File: config.mk
export PLATFORM = sky130hd
export DESIGN_NAME = muldiv_ctrl
export DESIGN_NICKNAME = d
export VERILOG_FILES = /design/src/rtl/muldiv_ctrl_pkg.sv /design/src/rtl/muldiv_ctrl_div.sv /design/src/rtl/muldiv_ctrl.sv
export SDC_FILE = /design/constraint.sdc
export NUM_CORES = 2
export LEC_CHECK = 0
export ABC_CLOCK_PERIOD_IN_PS = 24000
export BUFFER_PORTS_ARGS = -buffer_cell sky130_fd_sc_hd__buf_4
export CAP_MARGIN = 20
export CORE_ASPECT_RATIO = 0.9
export CORE_MARGIN = 8
export CORE_UTILIZATION = 55
export DETAILED_ROUTE_END_ITERATION = 10
export PLACE_DENSITY = 0.7
export SYNTH_ARGS = -nofsm -noshare
export SYNTH_HDL_FRONTEND = slang
export SYNTH_HIERARCHICAL = 1
export SYNTH_SLANG_ARGS = --single-unit
File: constraint.sdc
create_clock -name clk -period 24 [get_ports clk]
set_input_delay 1.2 -clock clk [delete_from_list [all_inputs] [get_ports clk]]
set_output_delay 1.2 -clock clk [all_outputs]
set_load 0.005 [all_outputs]
File: src/rtl/muldiv_ctrl_pkg.sv
// Shared encodings for the HI/LO mul/div controller: op codes, FSM states,
// the divide-by-zero quotient, and a conditional two's-complement helper.
package muldiv_ctrl_pkg;

  localparam logic [1:0] MD_MULT  = 2'b00;
  localparam logic [1:0] MD_MULTU = 2'b01;
  localparam logic [1:0] MD_DIV   = 2'b10;
  localparam logic [1:0] MD_DIVU  = 2'b11;

  typedef enum logic [1:0] {
    S_IDLE    = 2'd0,
    S_MUL     = 2'd1,
    S_DIV_RUN = 2'd2,
    S_DONE    = 2'd3
  } state_t;

  localparam logic [31:0] DIV_ZERO_QUOT = 32'hFFFF_FFFF;

  function automatic logic [31:0] neg_if(input logic en, input logic [31:0] v);
    return en ? (~v + 32'd1) : v;
  endfunction

endpackage

File: src/rtl/muldiv_ctrl_div.sv
// Iterative restoring radix-2 divider on unsigned magnitudes; one quotient
// bit per cycle after load, with last raised once all bits are produced.
module div_radix2_iter #(
  parameter int DIV_CYCLES = 32
) (
  input  logic        clk,
  input  logic        rst,
  input  logic        load,
  input  logic [31:0] dividend,
  input  logic [31:0] divisor,
  output logic [31:0] quot,
  output logic [31:0] rem,
  output logic        last
);

  localparam logic [5:0] LAST_CNT = 6'(DIV_CYCLES);

  logic [32:0] rem_r;
  logic [31:0] quot_r;
  logic [31:0] div_r;
  logic [5:0]  cnt_r;
  logic [33:0] shifted_s;
  logic [32:0] diff_s;
  logic        ge_s;

  assign shifted_s = {rem_r, quot_r[31]};
  assign ge_s      = (shifted_s >= {2'b00, div_r});
  assign diff_s    = shifted_s[32:0] - {1'b0, div_r};

  // Load operands, then shift-subtract one bit per cycle until the count expires
  always_ff @(posedge clk) begin
    if (rst) begin
      rem_r  <= 33'd0;
      quot_r <= 32'd0;
      div_r  <= 32'd0;
      cnt_r  <= 6'd0;
    end else if (load) begin
      rem_r  <= 33'd0;
      quot_r <= dividend;
      div_r  <= divisor;
      cnt_r  <= 6'd0;
    end else if (cnt_r != LAST_CNT) begin
      rem_r  <= ge_s ? diff_s : shifted_s[32:0];
      quot_r <= {quot_r[30:0], ge_s};
      cnt_r  <= cnt_r + 6'd1;
    end else begin
      rem_r  <= rem_r;
      quot_r <= quot_r;
      div_r  <= div_r;
      cnt_r  <= cnt_r;
    end
  end

  assign quot = quot_r;
  assign rem  = rem_r[31:0];
  assign last = (cnt_r == LAST_CNT);

endmodule

File: src/rtl/muldiv_ctrl.sv
// Execute-stage HI/LO controller: single-cycle multiply, iterative divide,
// pipeline stall while busy, one-cycle done pulse with HI/LO write enables.
module muldiv_ctrl
  import muldiv_ctrl_pkg::*;
#(
  parameter int DIV_CYCLES = 32
) (
  input  logic        clk,
  input  logic        rst,
  input  logic        start,
  input  logic [1:0]  op,
  input  logic [31:0] src_a,
  input  logic [31:0] src_b,
  input  logic        flush,
  output logic        stall,
  output logic        done,
  output logic [1:0]  hilo_we,
  output logic [31:0] hi_out,
  output logic [31:0] lo_out,
  output logic        busy
);

  state_t      state_r;
  logic [1:0]  op_r;
  logic [31:0] a_r, b_r, hi_r, lo_r;
  logic [1:0]  we_r;
  logic        done_r, busy_r;

  logic        accept_s;
  logic        div_signed_s;
  logic [31:0] dividend_s, divisor_s, quot_s, rem_s, q_fix_s, r_fix_s;
  logic        last_s, neg_a_s, neg_b_s, mul_signed_s;
  logic [63:0] ma_s, mb_s, prod_s;

  assign accept_s     = (state_r == S_IDLE) && start && !flush;
  assign div_signed_s = (op == MD_DIV);
  assign dividend_s   = neg_if(div_signed_s & src_a[31], src_a);
  assign divisor_s    = neg_if(div_signed_s & src_b[31], src_b);

  div_radix2_iter #(.DIV_CYCLES(DIV_CYCLES)) u_div (
    .clk      (clk),
    .rst      (rst),
    .load     (accept_s),
    .dividend (dividend_s),
    .divisor  (divisor_s),
    .quot     (quot_s),
    .rem      (rem_s),
    .last     (last_s)
  );

  // Sign-extending to 64 bits makes the truncated product correct for MULT and MULTU alike
  assign mul_signed_s = (op_r == MD_MULT);
  assign ma_s   = {{32{mul_signed_s & a_r[31]}}, a_r};
  assign mb_s   = {{32{mul_signed_s & b_r[31]}}, b_r};
  assign prod_s = ma_s * mb_s;

  assign neg_a_s = (op_r == MD_DIV) & a_r[31];
  assign neg_b_s = (op_r == MD_DIV) & b_r[31];
  assign q_fix_s = neg_if(neg_a_s ^ neg_b_s, quot_s);
  assign r_fix_s = neg_if(neg_a_s, rem_s);

  // Controller FSM with registered result, done, write-enable and busy outputs
  always_ff @(posedge clk) begin
    if (rst) begin
      state_r <= S_IDLE;
      op_r    <= 2'b00;
      a_r     <= 32'd0;
      b_r     <= 32'd0;
      hi_r    <= 32'd0;
      lo_r    <= 32'd0;
      done_r  <= 1'b0;
      we_r    <= 2'b00;
      busy_r  <= 1'b0;
    end else begin
      done_r <= 1'b0;
      we_r   <= 2'b00;
      case (state_r)
        S_IDLE: begin
          if (accept_s) begin
            op_r    <= op;
            a_r     <= src_a;
            b_r     <= src_b;
            busy_r  <= 1'b1;
            state_r <= (op[1] && (src_b != 32'd0)) ? S_DIV_RUN : S_MUL;
          end else begin
            busy_r  <= 1'b0;
            state_r <= S_IDLE;
          end
        end
        S_MUL: begin
          if (flush) begin
            busy_r  <= 1'b0;
            state_r <= S_IDLE;
          end else begin
            // Divides only land here when the divisor was zero
            hi_r    <= op_r[1] ? a_r : prod_s[63:32];
            lo_r    <= op_r[1] ? DIV_ZERO_QUOT : prod_s[31:0];
            done_r  <= 1'b1;
            we_r    <= 2'b11;
            busy_r  <= 1'b1;
            state_r <= S_DONE;
          end
        end
        S_DIV_RUN: begin
          if (flush) begin
            busy_r  <= 1'b0;
            state_r <= S_IDLE;
          end else if (last_s) begin
            hi_r    <= r_fix_s;
            lo_r    <= q_fix_s;
            done_r  <= 1'b1;
            we_r    <= 2'b11;
            busy_r  <= 1'b1;
            state_r <= S_DONE;
          end else begin
            busy_r  <= 1'b1;
            state_r <= S_DIV_RUN;
          end
        end
        S_DONE: begin
          busy_r  <= 1'b0;
          state_r <= S_IDLE;
        end
        default: begin
          busy_r  <= 1'b0;
          state_r <= S_IDLE;
        end
      endcase
    end
  end

  assign stall   = accept_s | (state_r == S_MUL) | (state_r == S_DIV_RUN);
  assign done    = done_r;
  assign hilo_we = we_r;
  assign hi_out  = hi_r;
  assign lo_out  = lo_r;
  assign busy    = busy_r;

endmodule

# ---- After elaboration in Yosys (flattened, before gate mapping)
# Cells that the tools add are included.
dict set report op_classes {
  n_lt_le_gt_ge 1
  n_reduce_logical 13
  shifts 0
  muxes 32
  div 0
  mul 1
  n_bitwise 13
  n_eq_ne 10
  addsub 6
}
# cell count
set op_table {}
lappend op_table {{32-bit 2-to-1 mux} 14}
lappend op_table {{32-bit by 1-bit adder with 32-bit output (second input constant)} 4}
lappend op_table {{32-bit NOT} 4}
lappend op_table {{32-bit one-hot mux with 2 select lines} 2}
lappend op_table {{33-bit by 33-bit multiplier with 64-bit output} 1}
lappend op_table {{34-bit by 32-bit greater-or-equal comparator with 1-bit output} 1}
lappend op_table {{33-bit 2-to-1 mux} 1}
lappend op_table {{33-bit by 32-bit subtractor with 33-bit output} 1}
lappend op_table {{32-bit nonzero test} 1}
lappend op_table {{2-bit 2-to-1 mux} 6}
lappend op_table {{2-bit == test (second input constant)} 4}
lappend op_table {{2-bit one-hot mux with 4 select lines} 1}
lappend op_table {{6-bit by 1-bit adder with 6-bit output (second input constant)} 1}
lappend op_table {{1-bit AND} 6}
lappend op_table {{6-bit == test (second input constant)} 1}
lappend op_table {{2-bit != test (second input constant)} 3}
lappend op_table {{6-bit != test (second input constant)} 1}
lappend op_table {{1-bit 2-to-1 mux} 5}
lappend op_table {{2-bit zero test} 2}
lappend op_table {{2-bit one-hot mux with 2 select lines} 1}
lappend op_table {{4-bit AND reduction} 1}
lappend op_table {{2-bit nonzero test} 2}
lappend op_table {{2-bit OR reduction} 2}
lappend op_table {{1-bit logical AND} 3}
lappend op_table {{other kinds (7)} 8}
dict set report word_totals {
  latchBits 0
  ram_bits 0
  inputBits 70
  memories 0
  mem_bits_ro 0
  reg_bits 239
  elab_cells 89
}

# ---- Longest topological paths before layout
dict set report logic_depth {
  depth_word 7
  ltp_mapped 31
}

# ---- Modules after synthesis
# The synthesis kept the hierarchy.
# mod area_each_um2 seq_area_each_um2 cells_per_inst instances
set by_module_without_submodules {}
lappend by_module_without_submodules {muldiv_ctrl 46190.6 2682.6 5417 1}
lappend by_module_without_submodules {div_radix2_iter 6296.0 2062.0 826 1}

# ---- Worst setup path after synthesis
# Ideal clock, no wire load.
dict set report synth_timing {
  kind {flip-flop to flip-flop}
  from {register a_r[31]}
  to {register hi_r[22] (netlist: hi_out[22])}
  n_path_buf 3
  arrival_ps 8152
  setup_slack_ps 15730
  required_ps 23883
  path_stages_with_launch 28
  setup_ps 117
  path_cell_list {dfxtp_1 clkbuf_1 and2_1 clkbuf_1 nand2_1 inv_1 fa_1 fa_1 fa_1 fa_1 inv_1 fa_1 inv_1 fa_1 inv_1 fa_1 fa_1 inv_1 ha_1 clkbuf_1 nand4_1 or3_1 a2111oi_2 nor2_1 o31a_1 xor2_1 o21ai_1 a32o_1}
}
dict set report synth_between {
  elab_chain_len 5
  elab_cells_between_ends 9
  classes_between {mul: 1; mux: 6; bitwise: 2}
}
# item line
set synth_lines {}
lappend synth_lines {{start, declared} muldiv_ctrl.sv:25} ;# logic [31:0] a_r, b_r, hi_r, lo_r;
lappend synth_lines {{start signal, assigned} muldiv_ctrl.sv:81} ;# a_r <= src_a;
lappend synth_lines {{1-bit AND (on tied branches)} {muldiv_ctrl.sv:53, muldiv_ctrl.sv:57}}
lappend synth_lines {{33-bit by 33-bit multiplier with 64-bit output or 32-bit 2-to-1 mux (tied branches)} {muldiv_ctrl.sv:55, muldiv_ctrl_pkg.sv:20}}
lappend synth_lines {{32-bit 2-to-1 mux (on tied branches)} {muldiv_ctrl.sv:96, muldiv_ctrl.sv:108}}
lappend synth_lines {{32-bit 2-to-1 mux (on tied branches)} {muldiv_ctrl.sv:91, muldiv_ctrl.sv:105}}
lappend synth_lines {{32-bit one-hot mux with 2 select lines (*)} muldiv_ctrl.sv:77} ;# case (state_r)
lappend synth_lines {{end signal, assigned} muldiv_ctrl.sv:96} ;# hi_r <= op_r[1] ? a_r : prod_s[63:32];
lappend synth_lines {{end signal, assigned} muldiv_ctrl.sv:109} ;# hi_r <= r_fix_s;
lappend synth_lines {{end, declared} muldiv_ctrl.sv:25}
# Every way passes the cells marked *; elsewhere a longest branch is shown, timed or not. The select of a mux whose other input is x is not followed.
# A chain may end at the register's enable or synchronous reset.

# ---- Worst setup path after layout
dict set report layout_timing {
  from {register op_r[1]}
  to {register hi_r[30] (netlist: hi_out[30])}
}
dict set report layout_between {
  elab_chain_len 6
  elab_cells_between_ends 12
  classes_between {mul: 1; eq/ne: 1; mux: 6; bitwise: 3; reduce/logical: 1}
}
# item line
set layout_lines {}
lappend layout_lines {{start, declared} muldiv_ctrl.sv:24} ;# logic [1:0] op_r;
lappend layout_lines {{start signal, assigned} muldiv_ctrl.sv:80} ;# op_r <= op;
lappend layout_lines {{2-bit zero test or 2-bit == test (tied branches)} {muldiv_ctrl.sv:52, muldiv_ctrl.sv:57}}
lappend layout_lines {{1-bit AND (on tied branches)} {muldiv_ctrl.sv:53, muldiv_ctrl.sv:54, muldiv_ctrl.sv:57}}
lappend layout_lines {{33-bit by 33-bit multiplier with 64-bit output or 32-bit 2-to-1 mux (tied branches)} {muldiv_ctrl.sv:55, muldiv_ctrl_pkg.sv:20}}
lappend layout_lines {{32-bit 2-to-1 mux (on tied branches)} {muldiv_ctrl.sv:96, muldiv_ctrl.sv:108}}
lappend layout_lines {{32-bit 2-to-1 mux (on tied branches)} {muldiv_ctrl.sv:91, muldiv_ctrl.sv:105}}
lappend layout_lines {{32-bit one-hot mux with 2 select lines (*)} muldiv_ctrl.sv:77}
# Marks and branches as above.

==> metrics.md <==
| Metric | Value |
|---|---|
| Post-synth EDFFs | `0` |
| Comb pwr share | `54.2%` |
| Vias | `41377` |
| Crit path kind | `reg -> reg` |
| R2R Path End | `hi_out[30]` |
| Max_cap viols | `0` |
| CTS tree | `yes` |
| Final Instance Area | `54840 um^2` |
| Core outline area | `94650 um^2` |
| Area Growth Syn to Fin | `4.484%` |
| Most common cell in the netlist | `inv_1` |
| Worst hold slack | `0.4544 ns` |
| Worst EP required | `24.44 ns` |
| 1st-iter DRT viols | `3338` |
| Commonest cells in the netlist | `1274 x inv_1, 1139 x nand2_1, 1126 x fa_1, 362 x a21oi_1, 359 x clkbuf_1` |
| DP HPWL | `118500 um` |
| Power Density | `36.00 nW/um^2` |
| Clk pin slew, worst setup/hold paths | `0.08 ns` |
| Mapped Area | `52490 um^2` |
| Root Driver | `clkbuf_16` |
| Final ANT Viol Nets | `0` |
| Post-synthesis register bit count | `237` |
| CP endpoint kind | `flop` |
| DP Area | `54000 um^2` |
| First-pass GRT wire length | `241200 um` |
| RSZ-0062 raised after global routing | `false` |
| Most frequent CP cell | `fa_1` |
| CP max stage delay | `0.85 ns` |
| DR vias/cell | `5.636` |
| Critical path endpoint | `hi_out[30]` |
| Die area | `105600 um^2` |
| CTS sink count | `237` |
| CTS resizes | `0` |
| Vias in the first global route | `43120` |
| NumNets Final | `7518` |
| Clock share of power | `20.8%` |
| Leak | `25.29 nW` |
| Initial core utilization | `55.45%` |
| IO buf count | `138` |
| Synth top area share | `42.95%` |
| Num CTS Buffers | `24` |
| Synthesized instance count | `6243` |
| CTS Hold Bufs | `0` |
| Row cnt | `107` |
| Skew final | `0.02662 ns` |
| Hold Crit Class | `reg -> reg` |
| Die Width | `341.6 um` |
| Total DRC errors in the routed layout | `0` |
| Syn_area_per_cell | `8.407 um^2` |
| Setup Viol. Count Final | `0` |
| Fin worst setup slack | `14.12 ns` |
| Pin count of the biggest net entering global routing | `110` |
| Initial antenna violation count | `5` |
| Sum of negative setup slack | `0 ns` |
| CTS Buffer Depth | `3` |
| Flop-to-flop setup slack | `14.12 ns` |
| Drt wl/cell | `20.29 um` |
| P_int | `1.070 mW` |
| Status | `complete, no violations` |
| Final non-filler cell total | `7342` |
| Met3 Track Usage GR | `3.536%` |
| Sw Share | `45.80%` |
| FF-to-FF path depth | `28` |
| Fin. max-slew vios | `0` |
| Post-route minimum period | `9.879 ns` |
| H-tree depth | `1` |
| Worst skew pair latency | `0.55 ns` |
| P_sw | `904.2 uW` |
| Seq/Total Area, Yosys | `9.040%` |
| Library cells used by synthesis | `91` |
| DRT Pass-1 Iters | `6` |
| Flop pwr share | `25.0%` |
| Post-synth ARST share | `0%` |
| Die Y | `309.1 um` |
| Dpl ws | `14.26 ns` |
| Primary FF master, synth | `dfxtp_1` |
| Maximum VDD drop | `72.57 uV` |
| Synth area leaders | `fa_1 43%, inv_1 9.1%, dfxtp_1 9.0%, nand2_1 8.1%, ha_1 6.0%` |
| GRT met1 Usage | `39.23%` |
| Global-route congestion overflow total | `0` |
| Synth Warn # | `6` |
| Total track usage | `28.60%` |
| Max Fanout on Critical Path | `24` |
| Critical Path Start | `op_r[1]` |
| Final worst-path cycle share | `41.16%` |
| Synth area leader | `fa_1` |
| Share of cells above drive strength 1 | `5.291%` |
| Slew HR | `25.41%` |
| Final wirelength | `148900 um` |
| FF-to-FF Start | `op_r[1]` |
| Inst Count DP | `7296` |
| Met2 GRT Util | `47.02%` |
| Crit start category | `flop` |
| Critical-path top delay cell | `dfxtp_1` |
| Post-Syn Nets | `7692` |
| GRT busiest layer | `met2` |
| Max Freq | `101.2 MHz` |
| Total setup buffers inserted after CTS | `0` |
| I/O pin count | `139` |
| Hold Violations, Final | `0` |
| GPL Wtd Cong | `0.9586` |
| Critical path data arrival time | `10.32 ns` |
| Pin slew with the least headroom to its limit | `1.119 ns` |
cells in the final DEF (no fill, tap or decap), drive strengths merged, types with 10 or more instances in the layout:
| cell type | instances |
|---|---|
| a211oi | 41 |
| a21o | 42 |
| a21oi | 366 |
| a221oi | 27 |
| a31oi | 15 |
| and2 | 265 |
| and3 | 28 |
| buf | 219 |
| clkbuf | 32 |
| dfxtp | 237 |
| fa | 1126 |
| ha | 253 |
| inv | 1278 |
| mux2i | 45 |
| nand2 | 1140 |
| nand2b | 14 |
| nand3 | 28 |
| nand4 | 22 |
| nor2 | 273 |
| nor2b | 13 |
| nor3 | 59 |
| nor4 | 14 |
| o211a | 10 |
| o211ai | 13 |
| o21ai | 118 |
| o31ai | 27 |
| or2 | 14 |
| or3 | 20 |
| xnor2 | 129 |
| xor2 | 90 |
logic make-up (layout without fill, tap and decap cells):
family,after synthesis,count (layout),share of synthesized area [%]
other cells,0,3,0
mux,47,47,0.9011
fa+ha+maj,1379,1379,48.98
simple gates,1908,1908,15.99
buf+inv,1697,1540,12.46
xor+xnor,219,219,3.654
compound gates,756,756,8.978
flops,237,237,9.040
metal layers:
layer,up-vias,routed length (um)
met2,1553,70230
met3,285,10620
li1,18398,-
met1,21137,61890
met4,4,6188
met5,-,22
worst min-delay path by stage:
| stage | slack (ns) | start | cells after the start | endpoint |
|---|---|---|---|---|
| after global routing | 0.48 | hi_out[15] | 2 | hi_out[15] |
| after CTS | 0.46 | b_r[10] | 2 | b_r[10] |
| final | 0.45 | b_r[22] | 2 | b_r[22] |
| after detailed placement | 0.45 | b_r[10] | 2 | b_r[10] |
| after floorplan | 0.44 | hi_out[12] | 2 | hi_out[12] |
| after global placement | 0.44 | a_r[21] | 2 | a_r[21] |
registers in the layout, indices dropped and copies added (netlist names):
| name | cells |
|---|---|
| b_r | 32 |
| lo_out | 32 |
| u_div/div_r | 32 |
| a_r | 32 |
| u_div/rem_r | 33 |
| state_r | 2 |
| hi_out | 32 |
| u_div/quot | 32 |
| op_r | 2 |
| u_div/cnt_r | 6 |
| hilo_we | 1 |
| busy | 1 |
per-stage QoR:
step	utilization [%]	power [mW]
6_report	57.94	1.974
2_1_floorplan	-	1.293
3_5_place_dp	57.05	1.545
3_3_place_gp	57.05	1.530
5_1_grt	57.93	2.114
4_1_cts	57.93	1.956
layout make-up:
class | count | area (um^2)
Timing Repair Buffer | 219 | 1648
Inverter | 1278 | 4802
Fill cell | 8580 | 39810
Sequential cell | 237 | 4755
Tap cell | 1253 | 1568
Clock buffer | 32 | 691.9
Antenna cell | 3 | 7.507
Clock inverter | 11 | 142.6
Multi-Input combinational cell | 4309 | 41230
worst max-delay path, delay by kind of cell (launching register included):
kind	cells	cell delay, ns
AND/OR/NAND/NOR	6	1.59
buffers and inverters	8	1.09
flip-flops	1	0.85
AO/OA/AOI/OAI	4	1.09
adder cells (fa/ha/maj)	9	5.00
multiplexers	1	0.11
power by group through the flow:
stage / logic (mW) / clock network (mW) / registers, mW
floorplan: 0.836 / 0 / 0.458
global placement: 1.03 / 0 / 0.497
detailed placement: 1.05 / 0 / 0.498
CTS: 1.05 / 0.414 / 0.489
global route: 1.19 / 0.429 / 0.496
finish: 1.07 / 0.411 / 0.493
(Power assumes the default switching activity.)
